===== config.mk =====
export PLATFORM = sky130hd
export DESIGN_NAME = omem_write_buffer_flat
export DESIGN_NICKNAME = d
export VERILOG_FILES = /design/src/rtl/omem_write_buffer_if.sv /design/src/rtl/omem_write_buffer.sv /design/src/flat_wrapper.sv
export SDC_FILE = /design/constraint.sdc
export NUM_CORES = 2
export LEC_CHECK = 0
export BUFFER_PORTS_ARGS = -buffer_cell sky130_fd_sc_hd__buf_2
export CAP_MARGIN = 20
export CORE_MARGIN = 4
export CORE_UTILIZATION = 25
export CTS_CLUSTER_SIZE = 12
export DETAILED_ROUTE_END_ITERATION = 10
export PLACE_DENSITY = 0.39
export SLEW_MARGIN = 20
export SYNTH_ARGS = -nofsm -noshare
export SYNTH_HDL_FRONTEND = slang
export SYNTH_SLANG_ARGS = --single-unit

===== constraint.sdc =====
create_clock -name Clock -period 69.9 [get_ports Clock]
set_clock_uncertainty 0.15 [all_clocks]
set_input_delay 6.99 -clock Clock [delete_from_list [all_inputs] [get_ports Clock]]
set_output_delay 6.99 -clock Clock [all_outputs]
set_load 0.05 [all_outputs]

===== src/rtl/omem_write_buffer_if.sv =====
// Handshake bundle between the IO station OMEM write port, the write buffer
// and the downstream OMEM arbiter bus.
interface omem_write_buffer_if #(
  parameter int ADDR_WIDTH = 96,
  parameter int DATA_WIDTH = 96,
  parameter int DEPTH      = 8
);
  localparam int CW = $clog2(DEPTH) + 1;

  logic                  iOMEMWriteEnable;
  logic [ADDR_WIDTH-1:0] iOMEMWriteAddress;
  logic [DATA_WIDTH-1:0] iOMEMWriteData;
  logic                  oBusValid;
  logic [ADDR_WIDTH-1:0] oBusAddress;
  logic [DATA_WIDTH-1:0] oBusData;
  logic                  iBusAccept;
  logic                  oFull;
  logic                  oEmpty;
  logic [CW-1:0]         oCount;
  logic                  oOverflow;
  logic                  iClearOverflow;

  modport slave (
    input  iOMEMWriteEnable, iOMEMWriteAddress, iOMEMWriteData,
    input  iBusAccept, iClearOverflow,
    output oBusValid, oBusAddress, oBusData, oFull, oEmpty, oCount, oOverflow
  );

  modport master (
    output iOMEMWriteEnable, iOMEMWriteAddress, iOMEMWriteData,
    output iBusAccept, iClearOverflow,
    input  oBusValid, oBusAddress, oBusData, oFull, oEmpty, oCount, oOverflow
  );
endinterface


===== src/rtl/omem_write_buffer.sv =====
// Elastic FIFO between the no-back-pressure OMEM write strobe and the
// valid/accept output bus; writes arriving while full are dropped and flagged.
module omem_write_buffer #(
  parameter int DATA_WIDTH = 96,
  parameter int ADDR_WIDTH = 96,
  parameter int DEPTH      = 8
) (
  input  logic                  Clock,
  input  logic                  Reset,
  omem_write_buffer_if.slave    bus
);
  localparam int PW = $clog2(DEPTH);
  localparam int CW = PW + 1;
  localparam int EW = ADDR_WIDTH + DATA_WIDTH;

  logic [EW-1:0] mem_q [DEPTH];
  logic [PW-1:0] rd_ptr_q, rd_ptr_d;
  logic [PW-1:0] wr_ptr_q, wr_ptr_d;
  logic [CW-1:0] count_q, count_d;
  logic          overflow_q, overflow_d;
  logic          push_s, pop_s, drop_s;

  // Push/pop decode and next-state for pointers, occupancy and sticky overflow
  always_comb begin
    pop_s      = (count_q != {CW{1'b0}}) & bus.iBusAccept;
    push_s     = bus.iOMEMWriteEnable & ((count_q < CW'(DEPTH)) | pop_s);
    drop_s     = bus.iOMEMWriteEnable & ~push_s;
    rd_ptr_d   = pop_s  ? rd_ptr_q + PW'(1) : rd_ptr_q;
    wr_ptr_d   = push_s ? wr_ptr_q + PW'(1) : wr_ptr_q;
    count_d    = count_q;
    overflow_d = overflow_q;
    case ({push_s, pop_s})
      2'b10:   count_d = count_q + CW'(1);
      2'b01:   count_d = count_q - CW'(1);
      default: count_d = count_q;
    endcase
    // A drop in the same cycle as a clear request keeps the flag set
    if (drop_s) begin
      overflow_d = 1'b1;
    end else if (bus.iClearOverflow) begin
      overflow_d = 1'b0;
    end else begin
      overflow_d = overflow_q;
    end
  end

  // Control state registers
  always_ff @(posedge Clock or posedge Reset) begin
    if (Reset) begin
      rd_ptr_q   <= '0;
      wr_ptr_q   <= '0;
      count_q    <= '0;
      overflow_q <= 1'b0;
    end else begin
      rd_ptr_q   <= rd_ptr_d;
      wr_ptr_q   <= wr_ptr_d;
      count_q    <= count_d;
      overflow_q <= overflow_d;
    end
  end

  // Entry storage; cleared on reset so the bus reads zero afterwards
  always_ff @(posedge Clock or posedge Reset) begin
    if (Reset) begin
      for (int i = 0; i < DEPTH; i++) begin
        mem_q[i] <= '0;
      end
    end else if (push_s) begin
      mem_q[wr_ptr_q] <= {bus.iOMEMWriteAddress, bus.iOMEMWriteData};
    end
  end

  assign bus.oBusAddress = mem_q[rd_ptr_q][EW-1:DATA_WIDTH];
  assign bus.oBusData    = mem_q[rd_ptr_q][DATA_WIDTH-1:0];
  assign bus.oBusValid   = (count_q != {CW{1'b0}});
  assign bus.oEmpty      = (count_q == {CW{1'b0}});
  assign bus.oFull       = (count_q == CW'(DEPTH));
  assign bus.oCount      = count_q;
  assign bus.oOverflow   = overflow_q;
endmodule


===== src/flat_wrapper.sv =====
// flat-port wrapper written by rule: the top's interface ports become plain ports
module omem_write_buffer_flat 
#(
  parameter int DATA_WIDTH = 96,
  parameter int ADDR_WIDTH = 96,
  parameter int DEPTH      = 8
)
  (Clock, Reset, bus_iOMEMWriteEnable, bus_iOMEMWriteAddress, bus_iOMEMWriteData, bus_iBusAccept, bus_iClearOverflow, bus_oBusValid, bus_oBusAddress, bus_oBusData, bus_oFull, bus_oEmpty, bus_oCount, bus_oOverflow);
  omem_write_buffer_if #(.ADDR_WIDTH(ADDR_WIDTH), .DATA_WIDTH(DATA_WIDTH), .DEPTH(DEPTH)) bus_i ();
  input  logic Clock;
  input  logic Reset;
  input wire logic [$bits(bus_i.iOMEMWriteEnable)-1:0] bus_iOMEMWriteEnable;
  input wire logic [$bits(bus_i.iOMEMWriteAddress)-1:0] bus_iOMEMWriteAddress;
  input wire logic [$bits(bus_i.iOMEMWriteData)-1:0] bus_iOMEMWriteData;
  input wire logic [$bits(bus_i.iBusAccept)-1:0] bus_iBusAccept;
  input wire logic [$bits(bus_i.iClearOverflow)-1:0] bus_iClearOverflow;
  output wire logic [$bits(bus_i.oBusValid)-1:0] bus_oBusValid;
  output wire logic [$bits(bus_i.oBusAddress)-1:0] bus_oBusAddress;
  output wire logic [$bits(bus_i.oBusData)-1:0] bus_oBusData;
  output wire logic [$bits(bus_i.oFull)-1:0] bus_oFull;
  output wire logic [$bits(bus_i.oEmpty)-1:0] bus_oEmpty;
  output wire logic [$bits(bus_i.oCount)-1:0] bus_oCount;
  output wire logic [$bits(bus_i.oOverflow)-1:0] bus_oOverflow;
  assign bus_i.iOMEMWriteEnable = bus_iOMEMWriteEnable;
  assign bus_i.iOMEMWriteAddress = bus_iOMEMWriteAddress;
  assign bus_i.iOMEMWriteData = bus_iOMEMWriteData;
  assign bus_i.iBusAccept = bus_iBusAccept;
  assign bus_i.iClearOverflow = bus_iClearOverflow;
  assign bus_oBusValid = bus_i.oBusValid;
  assign bus_oBusAddress = bus_i.oBusAddress;
  assign bus_oBusData = bus_i.oBusData;
  assign bus_oFull = bus_i.oFull;
  assign bus_oEmpty = bus_i.oEmpty;
  assign bus_oCount = bus_i.oCount;
  assign bus_oOverflow = bus_i.oOverflow;
  omem_write_buffer #(.DATA_WIDTH(DATA_WIDTH), .ADDR_WIDTH(ADDR_WIDTH), .DEPTH(DEPTH)) u_core (.Clock(Clock), .Reset(Reset), .bus(bus_i));
endmodule

==> run metrics <==
Post-Syn Area 68,500 um2; area of the die 283,000 um2; r2r worst-path depth 6; endpoints failing hold 0; Starting Density 0.252; wl on met1 89.7 mm; total number of vias 37,300; DRT Pass-1 Iters 4; Pins Over Slew Limit 0; crit path DAT 6250 ps; final net count 4,597; # IOs 397; Synthesis Warnings 0; Detailed Route WL 195 mm; Residual DRC 0; dpl cell area 74,500 um2; first-pass GRT wire length 296 mm; Critical Path End Type primary output; worst hold stages 1; HP Class flip-flop to flip-flop; Synth top area share 0.565; Layout area overhead 18.2%; global placer's final weighted congestion 0.691; core area 272,000 um2; Syn Inst Count 3,996; Fmax 74.7 MHz; Final Cell Area 81,000 um2; met2 routed WL 90.6 mm; crit path kind flip-flop to primary output; Vias/cell 4.59; Hold Crit Endpoint u_core.mem_q[201]$_DFFE_PP0P_; Die W 532 um; Max Used Layer met5; clock insertion delay at the later pin of the skew report 850 ps; IO Port Bufs 396; Post-synth top flop dfrtp_1; CP Cell Sequence buf_4, buf_4, buf_4, buf_4, mux4_2, mux2_2, buf_2; MaxCap Viol Count 0; CTS tree yes; GRT overflow 0; critical path data required time 62,760 ps; most frequent cells in the layout mux2_2, dfrtp_1, buf_2; metal3 WL 10.0 mm; Synthesized Nets 4,199; largest cells by area after synthesis dfrtp_1, mux2_2, mux4_2; hold path start u_core.mem_q[201]$_DFFE_PP0P_; CTS Hold Bufs 0; Critical Path Stages 7; initial antenna violation count 74; cell mode on critical path buf_4; flop-to-flop setup slack 65,250 ps; FF-to-FF End u_core.mem_q[372]$_DFFE_PP0P_; FP Rows 191; Async SR Flop Fraction 1.00; startpoint types flip-flop; post-synth cell types 34; final cycle utilization of the critical path 0.192; RSZ-0062 raised after global routing false; vias in the first global route 41,700; Root Buffer clkbuf_16; RR Startpoint u_core.bus.oCount[3]$_DFFE_PP0P_; most common cell after layout, fill and taps aside mux2_2; Die Y 532 um; postcts setup bufs 0; worst vdd ir 0.0000429 V; worst path bufs/invs 5; Clock Pin Slew Worst Setup and Hold Paths 60 ps; Seq/Total Area, Yosys 0.565; CP max stage delay 880 ps; pin count of the biggest net entering global routing 111; CTS max path bufs 4; Tmin final 13,390 ps; Pleak 33.9 nW; final setup violating endpoints 0; post-DP HPWL 111 mm; Seq cells post-synth 1,547; dominant cell type by area after synthesis dfrtp_1; outcome completed; gr usage total 0.137; Crit-path slowest cell buf_4; Pwr per Cell Area 58.3 nW/um2; wire per inst 24.0 um; syn_area_per_cell 17.2 um2; H-tree depth 4; Pwr Total 4.72 mW; share of cells above drive strength 1 0.599; Worst-Margin Slew 1050 ps; setup TNS 0 ps; clock sinks 1,547; # resized after CTS 0; final hold slack 332 ps; total CTS buffers 193; number of flops mapped to enable cells by yosys 0; Worst Path Max Fanout 56; antenna-violating nets left 0; CP delay by family, top buffers and inverters; initial drt markers 1,589; Slew HR 0.297
Yosys cell counts, types with 2 or more instances:
cell type,number
mux2_2,1551
dfrtp_1,1547
mux4_2,384
buf_2,190
mux2_1,180
clkbuf_1,77
buf_1,10
inv_1,8
ha_1,5
nand2_1,5
nand3_1,5
xnor2_1,5
nor3b_1,3
a21oi_1,2
nand2b_1,2
nor4_1,2
nor4b_1,2
o21ai_0,2
worst register-to-register path: cells and delay by family (launching register included):
family                 cells  cell delay [ps]
muxes                      1              430
DFF                        1              470
and+or+nand+nor            2             1310
buffers and inverters      3             2160
cells by family after synthesis:
| group | after synthesis | share of synthesized area |
|---|---|---|
| adder cells (fa/ha/maj) | 6 | 0.00120 |
| XOR/XNOR | 6 | 0.000767 |
| buffers and inverters | 286 | 0.0192 |
| AND/OR/NAND/NOR | 28 | 0.00268 |
| multiplexers | 2116 | 0.411 |
| flip-flops | 1547 | 0.565 |
| AO/OA/AOI/OAI | 7 | 0.000694 |
where the power goes:
| group | switching [mW] | total (mW) | leakage (nW) | internal (mW) |
|---|---|---|---|---|
| logic | 1.16 | 2.12 | 12.0 | 0.958 |
| registers | 0.231 | 1.58 | 18.7 | 1.35 |
| clock network | 0.406 | 1.02 | 3.19 | 0.617 |
| total | 1.80 | 4.72 | 33.9 | 2.92 |
through the flow:
step                       util  setup slack (ps)  cells
after global routing      0.298             56180   8116
after CTS                 0.298             56210   8112
after detailed placement  0.274             56910   7769
after floorplan               -             19120   3996
final                     0.298             56510   8129
after global placement    0.274             56930   7769
worst max-delay path by stage:
stage	startpoint	end	slack (ps)
2_1_floorplan	Reset	u_core.bus.oCount[0]$_DFFE_PP0P_	19120
4_1_cts	u_core.rd_ptr_q[1]$_DFFE_PP0P_	bus_oBusAddress[16]	56210
3_3_place_gp	Reset	u_core.mem_q[545]$_DFFE_PP0P_	56930
5_1_grt	u_core.rd_ptr_q[1]$_DFFE_PP0P_	bus_oBusAddress[16]	56180
6_report	u_core.rd_ptr_q[1]$_DFFE_PP0P_	bus_oBusAddress[16]	56510
3_5_place_dp	Reset	u_core.mem_q[1154]$_DFFE_PP0P_	56910
flip-flops by register name, summed over array words and instances (netlist names):
register and count:
u_core.bus.oCount 4, u_core.rd_ptr_q 3, u_core.wr_ptr_q 3, u_core.mem_q 1536
u_core.bus.oOverflow 1
layer usage:
metal	global-route usage	up-vias
li1	-	15900
met1	0.188	20400
met2	0.219	615
met3	0.0315	319
met4	0.0351	40
met5	0	-
final cells by class:
type | count | area, um2
Inverter | 8 | 37.5
Fill cell | 27100 | 191000
Clock buffer | 304 | 5890
Timing Repair Buffer | 481 | 2710
Multi-Input combinational cell | 2163 | 28500
Clock inverter | 39 | 589
Sequential cell | 1547 | 38700
Tap cell | 3570 | 4470
Antenna cell | 17 | 42.5
Note: power is estimated with default switching activity, not from simulation.
